$ cat src/rtl/adc_max10_responder_if.sv
// Command/response bundle between an ADC sequencer core (master) and the
// modular-ADC side (slave), including PLL lock and the framing-error flag.
interface adc_max10_responder_if;
    logic        ADC_PLL_Locked;
    logic        ADC_C_Valid;
    logic [4:0]  ADC_C_Channel;
    logic        ADC_C_SOP;
    logic        ADC_C_EOP;
    logic        ADC_C_Ready;
    logic        ADC_R_Valid;
    logic [4:0]  ADC_R_Channel;
    logic [11:0] ADC_R_Data;
    logic        ADC_R_SOP;
    logic        ADC_R_EOP;
    logic        PROTO_ERR;

    modport master (
        output ADC_PLL_Locked, ADC_C_Valid, ADC_C_Channel, ADC_C_SOP, ADC_C_EOP,
        input  ADC_C_Ready, ADC_R_Valid, ADC_R_Channel, ADC_R_Data,
               ADC_R_SOP, ADC_R_EOP, PROTO_ERR
    );

    modport slave (
        input  ADC_PLL_Locked, ADC_C_Valid, ADC_C_Channel, ADC_C_SOP, ADC_C_EOP,
        output ADC_C_Ready, ADC_R_Valid, ADC_R_Channel, ADC_R_Data,
               ADC_R_SOP, ADC_R_EOP, PROTO_ERR
    );
endinterface

$ cat src/rtl/adc_max10_responder.sv
// Deterministic stand-in for the MAX10 modular ADC: one 12-bit response per
// accepted command after a fixed conversion time, with packet-framing checks.
module adc_max10_responder #(
    parameter int unsigned CONV_CYCLES = 20,
    parameter logic [11:0] TEMP_CODE   = 12'h8A0
) (
    input  logic                        CLK,
    input  logic                        RESETn,
    adc_max10_responder_if.slave        adc
);

    localparam logic [1:0] ST_IDLE = 2'd0;
    localparam logic [1:0] ST_CONV = 2'd1;
    localparam logic [1:0] ST_RESP = 2'd2;

    localparam logic [7:0] CNT_LOAD = 8'(CONV_CYCLES - 32'd1);

    logic [1:0]  state_q, state_d;
    logic [7:0]  cnt_q, cnt_d;
    logic [4:0]  ch_q, ch_d;
    logic        sop_q, sop_d;
    logic        eop_q, eop_d;
    logic [6:0]  sample_q, sample_d;
    logic        pkt_open_q, pkt_open_d;
    logic        err_q, err_d;
    logic        run_q;
    logic        r_valid_q, r_valid_d;
    logic [4:0]  r_ch_q, r_ch_d;
    logic [11:0] r_data_q, r_data_d;
    logic        r_sop_q, r_sop_d;
    logic        r_eop_q, r_eop_d;

    logic        ready_s;
    logic        accept_s;
    logic        frame_bad_s;

    // Channel-to-data mapping: ADC pins carry a traceable channel/sample tag.
    function automatic logic [11:0] resp_data(input logic [4:0] ch, input logic [6:0] cnt);
        logic [11:0] d;
        if (ch <= 5'd16) begin
            d = {ch, cnt};
        end else if (ch == 5'd17) begin
            d = TEMP_CODE;
        end else begin
            d = 12'h000;
        end
        return d;
    endfunction

    // run_q keeps Ready low until the first edge after reset release
    assign ready_s     = run_q & (state_q == ST_IDLE) & adc.ADC_PLL_Locked;
    assign accept_s    = ready_s & adc.ADC_C_Valid;
    assign frame_bad_s = (adc.ADC_C_SOP == pkt_open_q);

    // Next-state: command acceptance, conversion countdown, response, abort
    always_comb begin
        state_d    = state_q;
        cnt_d      = cnt_q;
        ch_d       = ch_q;
        sop_d      = sop_q;
        eop_d      = eop_q;
        sample_d   = sample_q;
        pkt_open_d = pkt_open_q;
        err_d      = err_q;
        r_valid_d  = 1'b0;
        r_ch_d     = r_ch_q;
        r_data_d   = r_data_q;
        r_sop_d    = r_sop_q;
        r_eop_d    = r_eop_q;

        case (state_q)
            ST_IDLE: begin
                if (accept_s) begin
                    ch_d    = adc.ADC_C_Channel;
                    sop_d   = adc.ADC_C_SOP;
                    eop_d   = adc.ADC_C_EOP;
                    cnt_d   = CNT_LOAD;
                    state_d = ST_CONV;
                    err_d   = err_q | frame_bad_s;
                    if (adc.ADC_C_EOP) begin
                        pkt_open_d = 1'b0;
                    end else if (adc.ADC_C_SOP) begin
                        pkt_open_d = 1'b1;
                    end else begin
                        pkt_open_d = pkt_open_q;
                    end
                end else begin
                    state_d = ST_IDLE;
                end
            end
            ST_CONV: begin
                if (!adc.ADC_PLL_Locked) begin
                    state_d    = ST_IDLE;
                    pkt_open_d = 1'b0;
                end else if (cnt_q == 8'd0) begin
                    state_d   = ST_RESP;
                    r_valid_d = 1'b1;
                    r_ch_d    = ch_q;
                    r_data_d  = resp_data(ch_q, sample_q);
                    r_sop_d   = sop_q;
                    r_eop_d   = eop_q;
                    sample_d  = sample_q + 7'd1;
                end else begin
                    cnt_d = cnt_q - 8'd1;
                end
            end
            ST_RESP: begin
                state_d = ST_IDLE;
                if (!adc.ADC_PLL_Locked) begin
                    pkt_open_d = 1'b0;
                end else begin
                    pkt_open_d = pkt_open_q;
                end
            end
            default: begin
                state_d = ST_IDLE;
            end
        endcase
    end

    // State and output registers, cleared asynchronously
    always_ff @(posedge CLK or negedge RESETn) begin
        if (!RESETn) begin
            state_q    <= ST_IDLE;
            cnt_q      <= 8'd0;
            ch_q       <= 5'd0;
            sop_q      <= 1'b0;
            eop_q      <= 1'b0;
            sample_q   <= 7'd0;
            pkt_open_q <= 1'b0;
            err_q      <= 1'b0;
            run_q      <= 1'b0;
            r_valid_q  <= 1'b0;
            r_ch_q     <= 5'd0;
            r_data_q   <= 12'h000;
            r_sop_q    <= 1'b0;
            r_eop_q    <= 1'b0;
        end else begin
            state_q    <= state_d;
            cnt_q      <= cnt_d;
            ch_q       <= ch_d;
            sop_q      <= sop_d;
            eop_q      <= eop_d;
            sample_q   <= sample_d;
            pkt_open_q <= pkt_open_d;
            err_q      <= err_d;
            run_q      <= 1'b1;
            r_valid_q  <= r_valid_d;
            r_ch_q     <= r_ch_d;
            r_data_q   <= r_data_d;
            r_sop_q    <= r_sop_d;
            r_eop_q    <= r_eop_d;
        end
    end

    assign adc.ADC_C_Ready   = ready_s;
    assign adc.ADC_R_Valid   = r_valid_q;
    assign adc.ADC_R_Channel = r_ch_q;
    assign adc.ADC_R_Data    = r_data_q;
    assign adc.ADC_R_SOP     = r_sop_q;
    assign adc.ADC_R_EOP     = r_eop_q;
    assign adc.PROTO_ERR     = err_q;

endmodule

$ cat src/flat_wrapper.sv
// flat-port wrapper written by rule: the top's interface ports become plain ports
module adc_max10_responder_flat 
#(
    parameter int unsigned CONV_CYCLES = 20,
    parameter logic [11:0] TEMP_CODE   = 12'h8A0
)
  (CLK, RESETn, adc_ADC_PLL_Locked, adc_ADC_C_Valid, adc_ADC_C_Channel, adc_ADC_C_SOP, adc_ADC_C_EOP, adc_ADC_C_Ready, adc_ADC_R_Valid, adc_ADC_R_Channel, adc_ADC_R_Data, adc_ADC_R_SOP, adc_ADC_R_EOP, adc_PROTO_ERR);
  adc_max10_responder_if adc_i ();
  input  logic CLK;
  input  logic RESETn;
  input wire logic [$bits(adc_i.ADC_PLL_Locked)-1:0] adc_ADC_PLL_Locked;
  input wire logic [$bits(adc_i.ADC_C_Valid)-1:0] adc_ADC_C_Valid;
  input wire logic [$bits(adc_i.ADC_C_Channel)-1:0] adc_ADC_C_Channel;
  input wire logic [$bits(adc_i.ADC_C_SOP)-1:0] adc_ADC_C_SOP;
  input wire logic [$bits(adc_i.ADC_C_EOP)-1:0] adc_ADC_C_EOP;
  output wire logic [$bits(adc_i.ADC_C_Ready)-1:0] adc_ADC_C_Ready;
  output wire logic [$bits(adc_i.ADC_R_Valid)-1:0] adc_ADC_R_Valid;
  output wire logic [$bits(adc_i.ADC_R_Channel)-1:0] adc_ADC_R_Channel;
  output wire logic [$bits(adc_i.ADC_R_Data)-1:0] adc_ADC_R_Data;
  output wire logic [$bits(adc_i.ADC_R_SOP)-1:0] adc_ADC_R_SOP;
  output wire logic [$bits(adc_i.ADC_R_EOP)-1:0] adc_ADC_R_EOP;
  output wire logic [$bits(adc_i.PROTO_ERR)-1:0] adc_PROTO_ERR;
  assign adc_i.ADC_PLL_Locked = adc_ADC_PLL_Locked;
  assign adc_i.ADC_C_Valid = adc_ADC_C_Valid;
  assign adc_i.ADC_C_Channel = adc_ADC_C_Channel;
  assign adc_i.ADC_C_SOP = adc_ADC_C_SOP;
  assign adc_i.ADC_C_EOP = adc_ADC_C_EOP;
  assign adc_ADC_C_Ready = adc_i.ADC_C_Ready;
  assign adc_ADC_R_Valid = adc_i.ADC_R_Valid;
  assign adc_ADC_R_Channel = adc_i.ADC_R_Channel;
  assign adc_ADC_R_Data = adc_i.ADC_R_Data;
  assign adc_ADC_R_SOP = adc_i.ADC_R_SOP;
  assign adc_ADC_R_EOP = adc_i.ADC_R_EOP;
  assign adc_PROTO_ERR = adc_i.PROTO_ERR;
  adc_max10_responder #(.CONV_CYCLES(CONV_CYCLES), .TEMP_CODE(TEMP_CODE)) u_core (.CLK(CLK), .RESETn(RESETn), .adc(adc_i));
endmodule
$ cat config.mk
export PLATFORM = sky130hd
export DESIGN_NAME = adc_max10_responder_flat
export DESIGN_NICKNAME = d
export VERILOG_FILES = /design/src/rtl/adc_max10_responder_if.sv /design/src/rtl/adc_max10_responder.sv /design/src/flat_wrapper.sv
export SDC_FILE = /design/constraint.sdc
export NUM_CORES = 1
export LEC_CHECK = 0
export BUFFER_PORTS_ARGS = -buffer_cell sky130_fd_sc_hd__buf_2
export CAP_MARGIN = 20
export CORE_MARGIN = 1
export CORE_UTILIZATION = 35
export DETAILED_ROUTE_END_ITERATION = 8
export SETUP_SLACK_MARGIN = 0.02
export SLEW_MARGIN = 30
export SYNTH_ARGS = -nofsm -noshare
export SYNTH_HDL_FRONTEND = slang
export SYNTH_SLANG_ARGS = --single-unit
$ cat constraint.sdc
create_clock -name CLK -period 3.02 [get_ports CLK]
set_input_delay 0.302 -clock CLK [delete_from_list [all_inputs] [get_ports CLK]]
set_output_delay 0.302 -clock CLK [all_outputs]
set_load 0.005 [all_outputs]
==> run metrics <==
WL final=4.10 mm; # rows=28; Post-DP HPWL=2.91 mm; status=finished with violations; Setup TNS=0 ns; # IOs=33; Distinct cells, synth=46; Seq cells post-synth=47; TritonCTS buffer count=5; number of diodes=0; Post-Syn Area per Cell=11.0 µm²; Synth warnings=0; CP Capture Type=flop; Max Cap Violations=0; GRT overflow=0; clock root buffer master=clkbuf_8; first-pass GRT wire length=6.93 mm; Leakage Power=1.25 nW; fin crit share=0.849; Critical Path Max Stage Delay=0.74 ns; clock skew=0.00787 ns; final worst setup slack=0.457 ns; pre-CTS setup slack=0.472 ns; Final Hold Viols=11; synthesis-to-layout area growth=14.0%; number of setup buffers added after CTS=0; worst path required time=3.22 ns; actual slew at the worst max-slew pin=0.824 ns; CORE AREA=5990 µm²; RSZ-0062 raised after global routing=no; sequential area share after synthesis=0.533; # hold bufs at CTS=0; Fin Hold WS=-0.00422 ns; worst skew pair latency=0.30 ns; H-tree depth=2; CP Class=reg2reg; number of gates resized after CTS=0; CTS tree=done; post-route ant nets=0; port buffer count=32; vias in the first global route=1450; most common cell after layout, fill and taps aside=dfrtp_1; # nets final=252; Die W=81.4 µm; violated checks=hold timing; Clock Pin Slew Worst Setup and Hold Paths=0.09 ns; Filler cells=588; Tmin final=2.56 ns; Residual DRC=0; Worst R2R End=u_core.sample_q[2]$_DFFE_PN0P_; number of antenna violations at the first check in global routing=0; Cells after Synth=201; syn_nets=217; pwr dens=507 nW/µm²; worst r2r src=u_core.cnt_q[0]$_DFFE_PN0P_; max_slew headroom=0.451; Pre-Repair DR Iteration Count=4; Max Freq=390 MHz; CP startpoint kind=flop; most frequent cells in the layout=dfrtp_1 (47), nand2_1 (44), buf_2 (31), o21ai_0 (11), inv_1 (8); Crit Path Max Fanout=17; gpl congestion=0.797; reg2reg path depth=7; post-layout util=0.420; Peak VDD IR=296 µV; vias per inst=4.93; critical path cell sequence=inv_1 -> ha_1 -> or3b_2 -> or3_1 -> inv_2 -> nand2_1 -> xnor2_1; Hold WC Path Type=in2async; Synth async-reset ratio=1.00; WL/cell=13.2 µm; Critical Path AT=2.76 ns; max-slew violations=0; Chip Height=81.4 µm; total clock sinks=47; total number of vias=1533; total track usage=0.140; DRT iter0 DRCs=66; final setup violation count=0; reg2reg setup slack=0.46 ns; Initial Util=0.368; total power=1.28 mW; largest net degree at the start of global routing=48; Reg area=1180 µm²; EDFF count, synth=0; Critical Path Slowest Stage Cell=or3_1; Top FF cell, synth=dfrtp_1; layout cell share with drive strength beyond 1=0.271; die area=6620 µm²; mapped cell area=2200 µm²; clk buf depth=2; multi-input combinational cell area=926 µm²
[critical path, delay by kind of cell, from the launching register on]
| family | cells | cell delay [ns] |
|---|---|---|
| AND/OR/NAND/NOR | 3 | 1.34 |
| flip-flops | 1 | 0.42 |
| adder cells (fa/ha/maj) | 1 | 0.17 |
| XOR/XNOR | 1 | 0.12 |
| buffers and inverters | 2 | 0.41 |
[cell type report]
| cell class | count | share of cell area |
|---|---|---|
| Clock buffer | 5 | 0.0274 |
| Clock inverter | 2 | 0.0149 |
| Inverter | 9 | 0.0134 |
| Multi-Input combinational cell | 139 | 0.368 |
| Sequential cell | 47 | 0.468 |
| Tap cell | 75 | 0.0373 |
| Timing Repair Buffer | 34 | 0.0707 |
[sequential cells by signal (all words and copies together) (netlist names)]
register and count:
u_core.adc.PROTO_ERR 1, u_core.cnt_q 8, u_core.adc.ADC_R_EOP 1, u_core.adc.ADC_R_Channel 5
u_core.sop_q 1, u_core.state_q 2, u_core.adc.ADC_R_Data 12, u_core.sample_q 7
u_core.pkt_open_q 1, u_core.eop_q 1, u_core.ch_q 5, u_core.adc.ADC_R_SOP 1
u_core.adc.ADC_R_Valid 1, u_core.run_q 1
[layer usage]
layer,up-vias,global-route usage,part of all wire
li1,767,-,-
met1,729,0.192,0.49
met2,32,0.208,0.44
met3,5,0.0404,0.052
met4,0,0.0482,0.012
met5,-,0,0
[worst max-delay path by stage]
stage / slack, ns / depth (start not counted) / end / startpoint
6_report: 0.46 / 7 / u_core.sample_q[2]$_DFFE_PN0P_ / u_core.cnt_q[0]$_DFFE_PN0P_
5_1_grt: 0.26 / 7 / u_core.sample_q[2]$_DFFE_PN0P_ / u_core.cnt_q[0]$_DFFE_PN0P_
4_1_cts: 0.48 / 7 / u_core.sample_q[2]$_DFFE_PN0P_ / u_core.cnt_q[0]$_DFFE_PN0P_
3_5_place_dp: 0.47 / 7 / u_core.sample_q[2]$_DFFE_PN0P_ / u_core.cnt_q[0]$_DFFE_PN0P_
3_3_place_gp: 0.53 / 7 / u_core.sample_q[2]$_DFFE_PN0P_ / u_core.cnt_q[0]$_DFFE_PN0P_
2_1_floorplan: 0.88 / 9 / u_core.adc.ADC_R_Data[11]$_DFFE_PN0P_ / u_core.cnt_q[0]$_DFFE_PN0P_
[report_power, final]
part           internal, mW  total [mW]  leakage (nW)  switching (mW)
Clock                 0.242       0.454        0.0502           0.212
Sequential            0.664       0.696         0.619          0.0323
Combinational        0.0565       0.126         0.583          0.0692
Total                 0.962        1.28          1.25           0.313
[synthesized netlist by cell type (2+ instances only)]
cell type   n  area (µm²)
dfrtp_1    47        1180
nand2_1    44         165
o21ai_0    11        55.1
inv_1       8        30.0
a22o_1      6        52.6
mux2_2      6        67.6
nor2_1      6        22.5
o31ai_1     6        45.0
a21oi_1     5        25.0
ha_1        5        62.6
buf_6       4        45.0
nand3_1     4        20.0
nor2_4      3        33.8
nor3_1      3        15.0
o21a_1      3        22.5
or3_1       3        18.8
xor2_1      3        26.3
nor3_2      2        20.0
nor3b_1     2        15.0
nor4_1      2        12.5
xnor2_1     2        17.5
xor2_2      2        32.5
[cells by family (layout without fill, tap and decap cells)]
logic type | after synthesis | after routing | share of synthesized area
fa+ha+maj | 5 | 5 | 0.0284
mux | 6 | 6 | 0.0306
xor+xnor | 7 | 7 | 0.0346
buf+inv | 15 | 50 | 0.0465
other cells | 1 | 1 | 0.00170
simple gates | 77 | 77 | 0.176
flops | 47 | 47 | 0.533
compound gates | 43 | 43 | 0.149
[per-stage QoR]
stage | cells | area (µm²)
after floorplan | 201 | 2200
after global placement | 304 | 2400
after detailed placement | 304 | 2410
after CTS | 311 | 2510
after global routing | 311 | 2510
final | 311 | 2510
No activity file was read; power rests on OpenSTA's default activity.
